===== config.mk =====
export PLATFORM = sky130hd
export DESIGN_NAME = vga_fb_stream_src
export DESIGN_NICKNAME = d
export VERILOG_FILES = /design/src/rtl/vga_timing_pkg.sv /design/src/rtl/vga_timing_gen.sv /design/src/rtl/vga_fb_stream_src.sv
export SDC_FILE = /design/constraint.sdc
export NUM_CORES = 1
export LEC_CHECK = 0
export CAP_MARGIN = 40
export CORE_MARGIN = 8
export CORE_UTILIZATION = 35
export CTS_CLUSTER_DIAMETER = 150
export DETAILED_ROUTE_END_ITERATION = 8
export PLACE_DENSITY = 0.6
export SYNTH_ARGS = -nofsm -noshare
export SYNTH_HDL_FRONTEND = slang
export SYNTH_SLANG_ARGS = --single-unit
export TNS_END_PERCENT = 20

===== constraint.sdc =====
create_clock -name clk -period 3.7 [get_ports clk]
set_input_delay 0.74 -clock clk [delete_from_list [all_inputs] [get_ports clk]]
set_output_delay 0.74 -clock clk [all_outputs]
set_load 0.01 [all_outputs]

===== src/rtl/vga_timing_pkg.sv =====
`default_nettype none
// ============================================================================
// Module      : vga_timing_pkg
// Description : 640x480@60 timing constants, frame-buffer geometry, pixel
//               flag bundle and the {y, x} address packing helper.
// Revision    : 1.0 - initial release
// ============================================================================
package vga_timing_pkg;

    localparam logic [9:0] H_ACTIVE = 10'd640;
    localparam logic [9:0] H_FP     = 10'd16;
    localparam logic [9:0] H_SYNC   = 10'd96;
    localparam logic [9:0] H_BP     = 10'd48;
    localparam logic [9:0] H_TOTAL  = 10'd800;

    localparam logic [9:0] V_ACTIVE = 10'd480;
    localparam logic [9:0] V_FP     = 10'd10;
    localparam logic [9:0] V_SYNC   = 10'd2;
    localparam logic [9:0] V_BP     = 10'd33;
    localparam logic [9:0] V_TOTAL  = 10'd525;

    localparam logic [9:0] H_SYNC_START = H_ACTIVE + H_FP;
    localparam logic [9:0] H_SYNC_END   = H_SYNC_START + H_SYNC;
    localparam logic [9:0] V_SYNC_START = V_ACTIVE + V_FP;
    localparam logic [9:0] V_SYNC_END   = V_SYNC_START + V_SYNC;

    localparam logic [8:0] FB_W   = 9'd320;
    localparam logic [7:0] FB_H   = 8'd240;
    localparam int         ADDR_W = 17;

    // Sync flags are active-high here; polarity is applied at the outputs.
    typedef struct packed {
        logic active;
        logic hsync;
        logic vsync;
    } vga_flags_t;

    function automatic logic [ADDR_W-1:0] pack_addr(input logic [7:0] y,
                                                    input logic [8:0] x);
        return {y, x};
    endfunction

endpackage
`default_nettype wire


===== src/rtl/vga_timing_gen.sv =====
`default_nettype none
// ============================================================================
// Module      : vga_timing_gen
// Description : 800x525 horizontal/vertical counters with undelayed active and
//               sync flags and the 2x-replicated frame-buffer coordinate.
// Revision    : 1.0 - initial release
// ============================================================================
module vga_timing_gen
    import vga_timing_pkg::*;
(
    input  logic       clk,
    input  logic       reset,
    output logic [8:0] x,
    output logic [7:0] y,
    output vga_flags_t flags
);

    logic [9:0] r_h;
    logic [9:0] r_v;

    always_ff @(posedge clk) begin
        if (reset) begin
            r_h <= '0;
            r_v <= '0;
        end else if (r_h == H_TOTAL - 10'd1) begin
            r_h <= '0;
            r_v <= (r_v == V_TOTAL - 10'd1) ? 10'd0 : r_v + 10'd1;
        end else begin
            r_h <= r_h + 10'd1;
        end
    end

    assign x = r_h[9:1];
    assign y = r_v[8:1];

    assign flags.active = (r_h < H_ACTIVE) && (r_v < V_ACTIVE);
    assign flags.hsync  = (r_h >= H_SYNC_START) && (r_h < H_SYNC_END);
    assign flags.vsync  = (r_v >= V_SYNC_START) && (r_v < V_SYNC_END);

endmodule
`default_nettype wire


===== src/rtl/vga_fb_stream_src.sv =====
`default_nettype none
// ============================================================================
// Module      : vga_fb_stream_src
// Description : VGA pixel-bus producer: reads the 320x240 frame buffer with
//               2x2 replication and aligns data, syncs and address (2 cycles).
//               Build macro VGA_TEST_PATTERN_EN replaces frame-buffer data with
//               eight colour bars.
// Revision    : 1.0 - initial release
// ============================================================================
module vga_fb_stream_src
    import vga_timing_pkg::*;
#(
    parameter int RD_LATENCY = 1,
    parameter int ADDR_W     = 17
) (
    input  logic              clk,
    input  logic              reset,
    output logic              fb_rd_en,
    output logic [ADDR_W-1:0] fb_rd_addr,
    input  logic [23:0]       fb_rd_data,
    output logic [23:0]       pixel_in,
    output logic [ADDR_W-1:0] pixel_addr,
    output logic              active_area,
    output logic              vsync,
    output logic              hsync_n,
    output logic              vsync_n
);

    logic [8:0]        w_x;
    logic [7:0]        w_y;
    vga_flags_t        w_flags;
    logic [23:0]       w_rd_data;
    logic [23:0]       w_pix;

    vga_flags_t        r_b_flags;
    logic [ADDR_W-1:0] r_b_addr;

    vga_timing_gen u_timing (
        .clk   (clk),
        .reset (reset),
        .x     (w_x),
        .y     (w_y),
        .flags (w_flags)
    );

    // Stage B: this register doubles as the RAM's address register.
    always_ff @(posedge clk) begin
        if (reset) begin
            r_b_flags <= '0;
            r_b_addr  <= '0;
        end else begin
            r_b_flags <= w_flags;
            r_b_addr  <= w_flags.active ? pack_addr(w_y, w_x) : '0;
        end
    end

    // Only single-cycle read latency is supported; others show black.
    generate
        if (RD_LATENCY == 1) begin : g_rd_lat_1
            assign w_rd_data = fb_rd_data;
        end else begin : g_rd_lat_unsupported
            assign w_rd_data = '0;
        end
    endgenerate

`ifdef VGA_TEST_PATTERN_EN
    function automatic logic [23:0] bar_color(input logic [8:0] x);
        logic [2:0] idx;
        idx = 3'(x / 9'd40);
        case (idx)
            3'd0:    return 24'hFFFFFF;
            3'd1:    return 24'hFFFF00;
            3'd2:    return 24'h00FFFF;
            3'd3:    return 24'h00FF00;
            3'd4:    return 24'hFF00FF;
            3'd5:    return 24'hFF0000;
            3'd6:    return 24'h0000FF;
            default: return 24'h000000;
        endcase
    endfunction

    assign fb_rd_en   = 1'b0;
    assign fb_rd_addr = '0;
    assign w_pix      = bar_color(r_b_addr[8:0]);
`else
    assign fb_rd_en   = r_b_flags.active;
    assign fb_rd_addr = r_b_addr;
    assign w_pix      = w_rd_data;
`endif

    // Stage C: capture read data with flags and address delayed to match.
    always_ff @(posedge clk) begin
        if (reset) begin
            pixel_in    <= '0;
            pixel_addr  <= '0;
            active_area <= 1'b0;
            vsync       <= 1'b0;
            hsync_n     <= 1'b1;
            vsync_n     <= 1'b1;
        end else begin
            pixel_in    <= r_b_flags.active ? w_pix : 24'd0;
            pixel_addr  <= r_b_addr;
            active_area <= r_b_flags.active;
            vsync       <= r_b_flags.vsync;
            hsync_n     <= ~r_b_flags.hsync;
            vsync_n     <= ~r_b_flags.vsync;
        end
    end

endmodule
`default_nettype wire


Yosys cells after proc, flatten, opt, wreduce, memory -nomap -nowiden
Cells that the tools add are included.
Operators by class
  magnitude comparators: 6
  bitwise gates (word level): 4
  multiplexer cells: 1
  $add $sub $neg: 2
  reduce and logical (&&, ||, !) cells: 6
  equal/unequal tests: 2
Operators by type and width (count)
  $add A10 B1 Y10 const B: 2
  $eq A10 B10 Y1 const B: 2
  $lt A10 B10 Y1 const B: 2
  $lt A10 B9 Y1 const B: 2
  $ge A10 B10 Y1 const B: 1
  $ge A10 B9 Y1 const B: 1
  $mux W10: 1
  $reduce_or A2 Y1: 3
  $not A1 Y1: 4
  $logic_and A1 B1 Y1: 3
Storage, ports and cells
  input port bits: 26
  register bits: 85
  output and inout port bits: 63
  word-level logic and storage cells: 33

Depth between registers and ports, before layout
Gate-level depths: netlist of run 1.
  word-level depth: 4
  depth in mapped cells: 7
  mapped depth without buffers: 6

Modules after synthesis
From an unflattened synthesis of run 1, not the netlist that was laid out.
Second synthesis, totals
  cell total of the unflattened synthesis: 278
  area, all modules: 3056.7 um^2
Modules (own cells, without submodules)
  vga_fb_stream_src: cells an instance 140, area an instance 1891.8 um^2, instances 1, seq. area each 1301.2 um^2
  vga_timing_gen: cells an instance 138, area an instance 1164.9 um^2, instances 1, seq. area each 400.4 um^2

Least setup slack after synthesis of run 1
No wires, ideal clock.
  kind: register to register
  start: register u_timing.r_h[0]
  end: register u_timing.r_v[9]
  stages on the path, launching flop included: 7
  data arrival time: 1.625 ns
  required time: 3.632 ns
  path buffers: 1
  period minus slack after synthesis: 1.692 ns
  slack: 2.008 ns
  setup time: 0.068 ns
  cell sequence: dfxtp_1 ha_1 and4_1 buf_6 nand3_4 or4_4 a21oi_2
Between the ends
  cells in the longest elaborated chain, start to end: 1
Ends and longest elaborated chain
  start, declared: line vga_timing_gen.sv:18  | logic [9:0] r_h;
  start signal, assigned: line vga_timing_gen.sv:29  | r_h <= r_h + 10'd1;
  $eq A10 B10 Y1: line vga_timing_gen.sv:25  | end else if (r_h == H_TOTAL - 10'd1) begin
  end signal, assigned: line vga_timing_gen.sv:27  | r_v <= (r_v == V_TOTAL - 10'd1) ? 10'd0 : r_v + 10'd1;
  end, declared: line vga_timing_gen.sv:19  | logic [9:0] r_v;
Every way passes these cells.
A chain may end at the register's enable or synchronous reset.

Worst setup path after layout of run 1
  start: input port reset
  end: register pixel_in[17]
Between the ends
  cells in the longest elaborated chain, start to end: 1
Ends and longest elaborated chain
  start, declared: line vga_fb_stream_src.sv:17  | input logic reset,
  $reduce_or A2 Y1 (no source line)
  end signal, assigned: line vga_fb_stream_src.sv:101  | pixel_in <= r_b_flags.active ? w_pix : 24'd0;
  end, declared: line vga_fb_stream_src.sv:21  | output logic [23:0] pixel_in,
Every way passes these cells.

==> impl_metrics.csv, run 1 <==
group,metric,value,unit
drt,first_iter_violations,138,
synthesis,async_flop_share,0,
power,comb_power_share,0.052,
timing,fin_skew,7.401,ps
floorplan,die_height,105.3,µm
clock_tree,clk_pin_slew,80,ps
power,power,1.741,mW
worst_setup_path,crit_path_max_fanout,25,
synthesis,syn_nets,287,
global_route,grt_pass1_wl,10230,µm
clock_tree,clk_latency,340,ps
finish,fin_nets,380,
synthesis,synth-main-ff-cell,"dfxtp_1",
hold_path,hold_class,"register to register",
timing,fmax,493.8,MHz
clock_tree,cts_sinks,85,
synthesis,ys_types,38,
worst_setup_path,criticalPathCategory,"input port to register",
floorplan,fp-row-count,32,
clock_tree,postCtsHoldBufs,0,
global_route,first_global_vias,1966,
power,p_leak,1.498,nW
floorplan,core,7727,µm²
clock_tree,cts_tree,"yes",
clock_tree,numCtsBuffers,9,
timing,fin_crit_sh,0.5473,
synthesis,yosys.area.top_type_share,0.6093,
drt,drt-pass1-iter-count,4,
synthesis,synth_common_cells,"dfxtp_1 (85), and2_1 (40), nor2_1 (19), nor2b_1 (19), nand4_1 (10)",
placed_design,place_congestion,0.8075,
power,clockPowerShare,0.409,
synthesis,synth_top_area_cell,"dfxtp_1",
floorplan,die_w,105.3,µm
finish,fill_cells,695,
placed_design,dp_hpwl,4634,µm
power,peakVddDrop,0.0001926,V
run_status,status,"complete, no violations",
floorplan,io_pins,89,
finish,antenna_cells,0,
finish,syn_to_final_growth,43.55,%
clock_tree,cts_resized,0,
drt,num_vias,2031,
synthesis,syn_area_per_cell,10.87,µm²
power,seq_power_share,0.538,
timing,min_period,2025,ps
clock_tree,cts.htree.levels,3,
timing,rsz0062_at_grt,"no",
power,internal_power,1.387,mW
worst_setup_path,cp.arrival,2260,ps
timing,setup_violations,0,
floorplan,initial_core_util,0.3614,
power,swShare,0.2033,
drt,drc,0,
global_route,grtUsageTotal,0.1143,
global_route,grt_max_degree,26,
synthesis,synth_edf_count,0,
worst_setup_path,worstPathRequired,3930,ps
timing,setup_tns,0,ps
worst_setup_path,cp-start-kind,"input port",
clock_tree,cts_root_buf,"clkbuf_8",
timing,final_max_slew_viol_count,0,
placed_design,place.port_buffers,88,
finish,drive_gt1_frac,0.07324,
clock_tree,cts_setup_buffers,0,
synthesis,ys_seq_elements,85,
floorplan,die_area,11090,µm²
drt,detail-route-antenna-nets,0,
timing,hold_viol_final,0,
drt,finalWirelength,6221,µm
power,switchingPower,353.9,µW
job,drv_cap,0,
synthesis,synth_area,2793,µm²
power,p_per_area,434.2,nW/µm²
synthesis,syn_inst,257,
synthesis,yosysWarningCount,0,
global_route,grt-ovfl-total,0,
timing,slew_headroom,0.6420,
clock_tree,clockBufferDepth,2,
synthesis,yosysSeqAreaShare,0.6093,
worst_setup_path,end_kind,"register",
synthesis,synth_most_common_cell,"dfxtp_1",
global_route,antenna_found_initial,0,
timing,worst_pin_slew,535.9,ps
synthesis,yosys-top-cells-area,"dfxtp_1 (61%), and2_1 (9.0%), nor2b_1 (4.3%), nor2_1 (2.6%), nand4_1 (2.2%)",
drt,post_drt_wl_per_cell,13.61,µm
drt,via_per_inst,4.444,
==> power by group through the flow <==
| stage | Sequential [mW] | Combinational [mW] | Clock [mW] |
|---|---|---|---|
| after detailed placement | 0.959 | 0.0928 | 0 |
| after CTS | 0.937 | 0.0933 | 0.735 |
| after floorplan | 0.965 | 0.0241 | 0 |
| after global placement | 0.959 | 0.0915 | 0 |
| after global routing | 0.939 | 0.100 | 0.777 |
| final | 0.937 | 0.0913 | 0.712 |
==> state kept, by name, indices dropped and copies added (netlist names) <==
signal	count
vsync_n	1
hsync_n	1
fb_rd_en	1
r_b_flags	2
pixel_addr	17
fb_rd_addr	17
active_area	1
vsync	1
u_timing.r_v	10
u_timing.r_h	10
pixel_in	24
==> area by class of cell <==
cell class              count  area [µm²]  share of cell area
well taps                 102       127.6             0.03184
inverters                   6       22.52            0.005618
flip-flops and latches     85        1702              0.4245
repair buffers             92       910.9              0.2272
multi-input cells         156        1021              0.2547
clock inverters             5       83.83             0.02091
clock buffers              11       141.4             0.03527
==> critical path: stages <==
cell and delay, ps:
clkdlybuf4s50_1 730, buf_4 330, nor2b_1 70, buf_4 200
and2_1 170
==> path summary, 6_finish.rpt <==
path	startpoint	endpoint	slack [ps]	cells past startpoint
min	r_b_flags[1]$_SDFF_PP0_	hsync_n$_SDFF_PP1_	380	1
max	reset	pixel_in[17]$_SDFF_PP0_	1670	5
max reg2reg	u_timing.r_h[0]$_SDFF_PP0_	u_timing.r_v[9]$_SDFFE_PP0N_	1740	5
min reg2reg	r_b_flags[1]$_SDFF_PP0_	hsync_n$_SDFF_PP1_	380	1
==> per-layer routing <==
layer | vias up | track usage | routed length, µm
li1 | 1036 | - | -
met1 | 905 | 0.1404 | 2834
met2 | 83 | 0.1749 | 2784
met3 | 7 | 0.04507 | 536
met4 | 0 | 0.04587 | 66
met5 | - | 0 | 0
==> through the flow <==
step | setup slack (ps) | utilization | cells | hold WS, ps | cell area (µm²)
detailed placement | 1261 | 0.4896 | 441 | 364.4 | 3784
global placement | 1300 | 0.4896 | 441 | 362.8 | 3784
global route | 1544 | 0.5188 | 457 | 401.5 | 4009
floorplan | 2008 | - | 257 | 355.9 | 2793
CTS | 1629 | 0.5188 | 457 | 386.6 | 4009
finish | 1675 | 0.5188 | 457 | 382.0 | 4009
==> placed cells by master (no fill, tap or decap), types with 2 or more instances in the layout <==
master and n:
clkdlybuf4s50_1 88, dfxtp_1 85, and2_1 40, nor2b_1 19
nor2_1 19, nand4_1 10, clkbuf_8 10, xor2_1 7
inv_1 6, nand2_1 6, nand3_1 6, xnor2_1 6
nor3_1 5, nor4_1 5, ha_1 4, buf_4 4
nor4bb_1 3, nand2b_1 3, o21ai_0 3, nand3b_1 2
a21oi_1 2, bufinv_16 2, clkinvlp_4 2
==> cell families (layout without fill, tap and decap cells) <==
kind of cell,count (synthesis),after routing,synth area share
buffers and inverters,16,114,0.02509
AOI/OAI and AO/OA,9,9,0.02016
muxes,1,1,0.003584
and+or+nand+nor,129,129,0.2832
adders and majority gates,4,4,0.01792
xor gates and xnor gates,13,13,0.04077
DFF,85,85,0.6093
Power figures use the tool's default switching activity.
==> run 2: changes to the inputs <==
- PLACE_DENSITY: 0.6 -> 0.63
- clock period: 3.7 -> 1.6 ns (I/O delays scaled with it)
==> impl_metrics.csv, run 2 (synthesis gave the netlist of run 1 again) <==
group,metric,value,unit
run_status,status,"complete, no violations",
power,comb_power_share,0.058,
drt,first_iter_violations,91,
placed_design,dpl_cell_area,3976,µm²
global_route,grtUsageTotal,0.1214,
power,p_per_area,957.1,nW/µm²
drt,finalWirelength,6526,µm
power,internal_power,3.196,mW
global_route,first_global_vias,2110,
power,p_leak,1.736,nW
worst_setup_path,cp-start-kind,"register",
finish,final_cell_area,4254,µm²
drt,via_per_inst,4.388,
finish,final_common_cell,"dfxtp_1",
worst_setup_path,timing.rr.end,"u_timing.r_v[9]$_SDFFE_PP0N_",
worst_setup_path,r2r_cells,5,
job,drv_cap,0,
timing,setup_tns,0,ps
worst_setup_path,rrSetupSlack,80,ps
worst_setup_path,critPathBufInv,1,
worst_setup_path,slowest_delay,540,ps
worst_setup_path,cp.arrival,1230,ps
finish,top_register,"pixel_in",
clock_tree,cts.htree.levels,3,
floorplan,die_area,11090,µm²
floorplan,die_height,105.3,µm
clock_tree,cts_root_buf,"clkbuf_8",
global_route,grt_pass1_wl,10810,µm
placed_design,pre_cts_ws,-93.64,ps
floorplan,io_pins,89,
drt,num_vias,2106,
power,peakVddDrop,0.0004334,V
finish,mostFrequentLayoutCells,"dfxtp_1 (83), clkdlybuf4s50_1 (80), and2_1 (40)",
global_route,grt_max_degree,26,
power,swShare,0.2152,
finish,fin_nets,403,
hold_path,holdPathEnd,"hsync_n$_SDFF_PP1_",
hold_path,min_from,"r_b_flags[1]$_SDFF_PP0_",
power,clockPowerShare,0.410,
worst_setup_path,crit_chain,"clkdlybuf4s50_1",
finish,syn_to_final_growth,52.33,%
placed_design,place_congestion,0.8377,
placed_design,place.port_buffers,88,
timing,final_max_slew_viol_count,0,
floorplan,initial_core_util,0.3614,
timing,worst_pin_slew,307.4,ps
timing,fmax,643.7,MHz
timing,fin_crit_sh,0.9710,
worst_setup_path,worstPathRequired,1280,ps
power,switchingPower,876.0,µW
power,seq_power_share,0.532,
finish,drive_gt1_frac,0.1481,
floorplan,fp-row-count,32,
global_route,grt-ovfl-total,0,
clock_tree,clk_pin_slew,90,ps
timing,hold_viol_final,0,
worst_setup_path,critPathTopFamily,"buffers and inverters",
timing,slew_headroom,0.7932,
global_route,antenna_found_initial,0,
worst_setup_path,reg2reg_from,"u_timing.r_h[1]$_SDFF_PP0_",
hold_path,hold_class,"register to register",
clock_tree,clk_latency,350,ps
worst_setup_path,crit_slowest_cell,"clkdlybuf4s50_1",
clock_tree,postCtsHoldBufs,0,
worst_setup_path,end_kind,"primary output",
timing,fin_skew,9.145,ps
drt,drt-pass1-iter-count,4,
floorplan,die_w,105.3,µm
clock_tree,clockBufferDepth,2,
worst_setup_path,crit_path_max_fanout,2,
timing,setup_ws,46.37,ps
drt,detail-route-antenna-nets,0,
clock_tree,cts_sinks,85,
worst_setup_path,criticalPathCategory,"register to primary output",
drt,post_drt_wl_per_cell,13.60,µm
clock_tree,cts_tree,"yes",
finish,largest_reg_flops,24,
floorplan,core,7727,µm²
placed_design,dp_hpwl,4983,µm
hold_path,hold_depth,1,
finish,antenna_cells,0,
timing,min_period,1554,ps
clock_tree,numCtsBuffers,9,
drt,drc,0,
timing,setup_violations,0,
run 2: changes by cell type in the layout (fill, tap and decap cells not counted), sizes merged:
cell | previous run | this run
buf | 4 | 27
clkdlybuf4s50 | 88 | 80
dlymetal6s2s | 0 | 6
dlygate4sd2 | 0 | 2
inv | 6 | 8
clkbuf | 11 | 10
clkinv | 1 | 0
run 2: through the flow:
step | total power, mW | hold slack [ps] | cells | util
global route | 4.265 | 425.1 | 480 | 0.5505
finish | 4.072 | 384.7 | 480 | 0.5505
global placement | 2.445 | 365.7 | 463 | 0.5146
floorplan | 2.292 | 355.9 | 257 | -
detailed placement | 2.449 | 367.0 | 463 | 0.5146
CTS | 4.119 | 387.1 | 479 | 0.5440
run 2: power by group through the flow:
stage                     Clock (mW)  Combinational (mW)  Sequential, mW
after floorplan                    0              0.0567            2.23
after global placement             0               0.229            2.22
after detailed placement           0               0.232            2.22
after CTS                       1.72               0.234            2.17
after global routing            1.84               0.258            2.17
final                           1.67               0.237            2.16
run 2: metal layers:
metal	GRT usage	vias to the layer above	part of all wire
met1	0.1539	940	0.46
met5	0	-	0
met3	0.04689	10	0.093
met4	0.05810	0	0.017
met2	0.1767	82	0.43
li1	-	1074	-
run 2: worst max-delay path by stage:
stage                                            start                      endpoint  slack [ps]  depth (start not counted)
final                         fb_rd_addr[8]$_SDFF_PP0_                 fb_rd_addr[8]          50                          1
after global routing      u_timing.r_v[0]$_SDFFE_PP0N_  u_timing.r_v[4]$_SDFFE_PP0N_         -20                          6
after CTS                   u_timing.r_h[1]$_SDFF_PP0_  u_timing.r_v[9]$_SDFFE_PP0N_         0.2                          5
after detailed placement  u_timing.r_v[0]$_SDFFE_PP0N_  u_timing.r_v[4]$_SDFFE_PP0N_         -90                          6
after global placement    u_timing.r_v[0]$_SDFFE_PP0N_  u_timing.r_v[3]$_SDFFE_PP0N_         -90                          6
after floorplan             u_timing.r_h[0]$_SDFF_PP0_  u_timing.r_v[9]$_SDFFE_PP0N_           2                          6
run 2: layout make-up:
cell class | instances | area [µm²]
fillers | 688 | 3473
flip-flops and latches | 85 | 1707
repair buffers | 115 | 1109
multi-input cells | 156 | 1066
clock buffers | 10 | 127.6
well taps | 102 | 127.6
clock inverters | 6 | 95.09
inverters | 6 | 22.52
run 2: what timing repair did:
item                                    4_1_cts  5_1_grt
setup buffers                                 0        1
pin swaps                                     0        4
resized for setup                             5       11
endpoints found under the setup margin       10       21
==> run 3: changes to the inputs <==
- CORE_UTILIZATION: 35 -> 41
- PLACE_DENSITY: 0.63 -> 0.72
- RECOVER_POWER: default -> 25
==> impl_metrics.csv, run 3 (synthesis gave the netlist of run 1 again) <==
group,metric,value,unit
finish,mostFrequentLayoutCells,"clkdlybuf4s50_1 (84), dfxtp_1 (83), and2_1 (34)",
job,drv_cap,0,
clock_tree,cts_setup_buffers,0,
drt,num_vias,2115,
hold_path,min_from,"r_b_flags[1]$_SDFF_PP0_",
global_route,first_global_vias,2176,
worst_setup_path,slowest_delay,520,ps
timing,fmax,639.9,MHz
floorplan,die_w,98.53,µm
worst_setup_path,cp.arrival,1850,ps
finish,antenna_cells,0,
floorplan,core,6681,µm²
timing,worst_pin_slew,507.7,ps
floorplan,die_area,9708,µm²
run_status,status,"complete, no violations",
clock_tree,numCtsBuffers,9,
finish,final_util,0.6245,
timing,slew_headroom,0.6609,
finish,final_common_cell,"clkdlybuf4s50_1",
finish,fin_nets,402,
power,p_leak,1.632,nW
timing,final_max_slew_viol_count,0,
floorplan,die_height,98.53,µm
finish,syn_to_final_growth,49.42,%
drt,finalWirelength,6507,µm
drt,post_drt_wl_per_cell,14.24,µm
drt,via_per_inst,4.628,
clock_tree,clk_latency,340,ps
timing,holdWs,383.2,ps
timing,setup_violations,0,
placed_design,dpl_cell_area,3940,µm²
worst_setup_path,end_kind,"register",
timing,hold_viol_final,0,
global_route,met1_usage,0.1609,
placed_design,place.port_buffers,88,
global_route,grtUsageTotal,0.1388,
drt,drt-pass1-iter-count,4,
worst_setup_path,crit_path_max_fanout,5,
timing,min_period,1563,ps
clock_tree,cts_root_buf,"clkbuf_8",
placed_design,dp_hpwl,4846,µm
placed_design,pre_cts_ws,-184.0,ps
worst_setup_path,crit_chain,"ha_4, and4_4, nand3_4, or4_4, a21oi_2",
global_route,antenna_found_initial,0,
worst_setup_path,rrSetupSlack,40,ps
clock_tree,clk_pin_slew,80,ps
clock_tree,postCtsHoldBufs,0,
finish,largest_reg_flops,24,
finish,fill_cells,559,
worst_setup_path,criticalPathCategory,"register to register",
drt,drc,0,
worst_setup_path,reg2reg_from,"u_timing.r_h[1]$_SDFF_PP0_",
worst_setup_path,r2r_cells,5,
clock_tree,clockBufferDepth,2,
floorplan,fp-row-count,30,
global_route,use_met3,0.03665,
clock_tree,cts_tree,"yes",
global_route,grt_max_degree,33,
finish,drive_gt1_frac,0.1459,
global_route,grt-busiest-layer,"met2",
finish,top_register,"pixel_in",
worst_setup_path,timing.rr.end,"u_timing.r_v[9]$_SDFFE_PP0N_",
worst_setup_path,critPathTopFamily,"simple AND/OR/NAND/NOR gates",
power,power,4.094,mW
worst_setup_path,cp-start-kind,"register",
power,p_per_area,981.2,nW/µm²
hold_path,hold_depth,1,
worst_setup_path,crit_slowest_cell,"or4_4",
timing,fin_skew,5.095,ps
global_route,use_met2,0.2323,
floorplan,initial_core_util,0.4180,
hold_path,holdPathEnd,"hsync_n$_SDFF_PP1_",
drt,detail-route-antenna-nets,0,
timing,setup_ws,37.16,ps
drt,first_iter_violations,54,
power,peakVddDrop,0.0005733,V
worst_setup_path,worstPathRequired,1890,ps
finish,final_cell_area,4173,µm²
placed_design,place_congestion,0.7930,
hold_path,hold_class,"register to register",
timing,fin_crit_sh,0.9768,
clock_tree,cts_sinks,85,
global_route,grt-ovfl-total,0,
clock_tree,cts.htree.levels,3,
floorplan,io_pins,89,
global_route,grt_pass1_wl,10800,µm
timing,rsz0062_at_grt,"yes",
worst_setup_path,critPathBufInv,0,
run 3: worst max-delay path by stage:
stage                                from                            to  slack [ps]  cells past startpoint
2_1_floorplan  u_timing.r_h[0]$_SDFF_PP0_  u_timing.r_v[9]$_SDFFE_PP0N_           2                      6
3_3_place_gp                        reset       pixel_in[14]$_SDFF_PP0_        -440                      3
3_5_place_dp                        reset      fb_rd_addr[8]$_SDFF_PP0_        -180                      5
4_1_cts        u_timing.r_h[1]$_SDFF_PP0_  u_timing.r_v[9]$_SDFFE_PP0N_         0.6                      5
5_1_grt        u_timing.r_h[0]$_SDFF_PP0_  u_timing.r_v[9]$_SDFFE_PP0N_        -0.1                      5
6_report       u_timing.r_h[1]$_SDFF_PP0_  u_timing.r_v[9]$_SDFFE_PP0N_          40                      5
run 3: cell type report:
cell class,instances,area [µm²],share of cell area
inverter,6,22.52,0.005397
sequential,85,1704,0.4084
multi-input combinational,156,1046,0.2507
clock buffer,10,137.6,0.03298
tap,80,100.1,0.02399
clock inverter,6,93.84,0.02249
timing repair buffer,114,1069,0.2561
run 3: timing repair:
action,in CTS,in global routing
gates resized for setup,2,6
endpoints found under the setup margin,2,18
pin swaps,0,0
run 3: metal layers:
layer	vias to the layer above	share of wire	wire length (µm)
met2	64	0.47	3082
met4	0	0.017	108
met3	10	0.054	349
met1	968	0.46	2966
met5	-	0	0
li1	1073	-	-
run 3: report_power, final:
group | total (mW) | internal, mW | switching [mW]
sequential | 2.17 | 2.15 | 0.0139
clock | 1.70 | 0.935 | 0.761
combinational | 0.232 | 0.143 | 0.0893
total | 4.09 | 3.23 | 0.865
run 3: stage by stage:
stage          setup TNS (ps)  std cells
2_1_floorplan               0        257
3_3_place_gp           -16250        440
3_5_place_dp            -5460        441
4_1_cts                     0        457
5_1_grt              -0.09792        457
6_report                    0        457
run 3: worst register-to-register path: cells and delay by family, from the launching register on:
| kind | cells | cell delay, ps |
|---|---|---|
| AND/OR/NAND/NOR | 3 | 860 |
| adder cells (fa/ha/maj) | 1 | 140 |
| AO/OA/AOI/OAI | 1 | 140 |
| flip-flops | 1 | 360 |
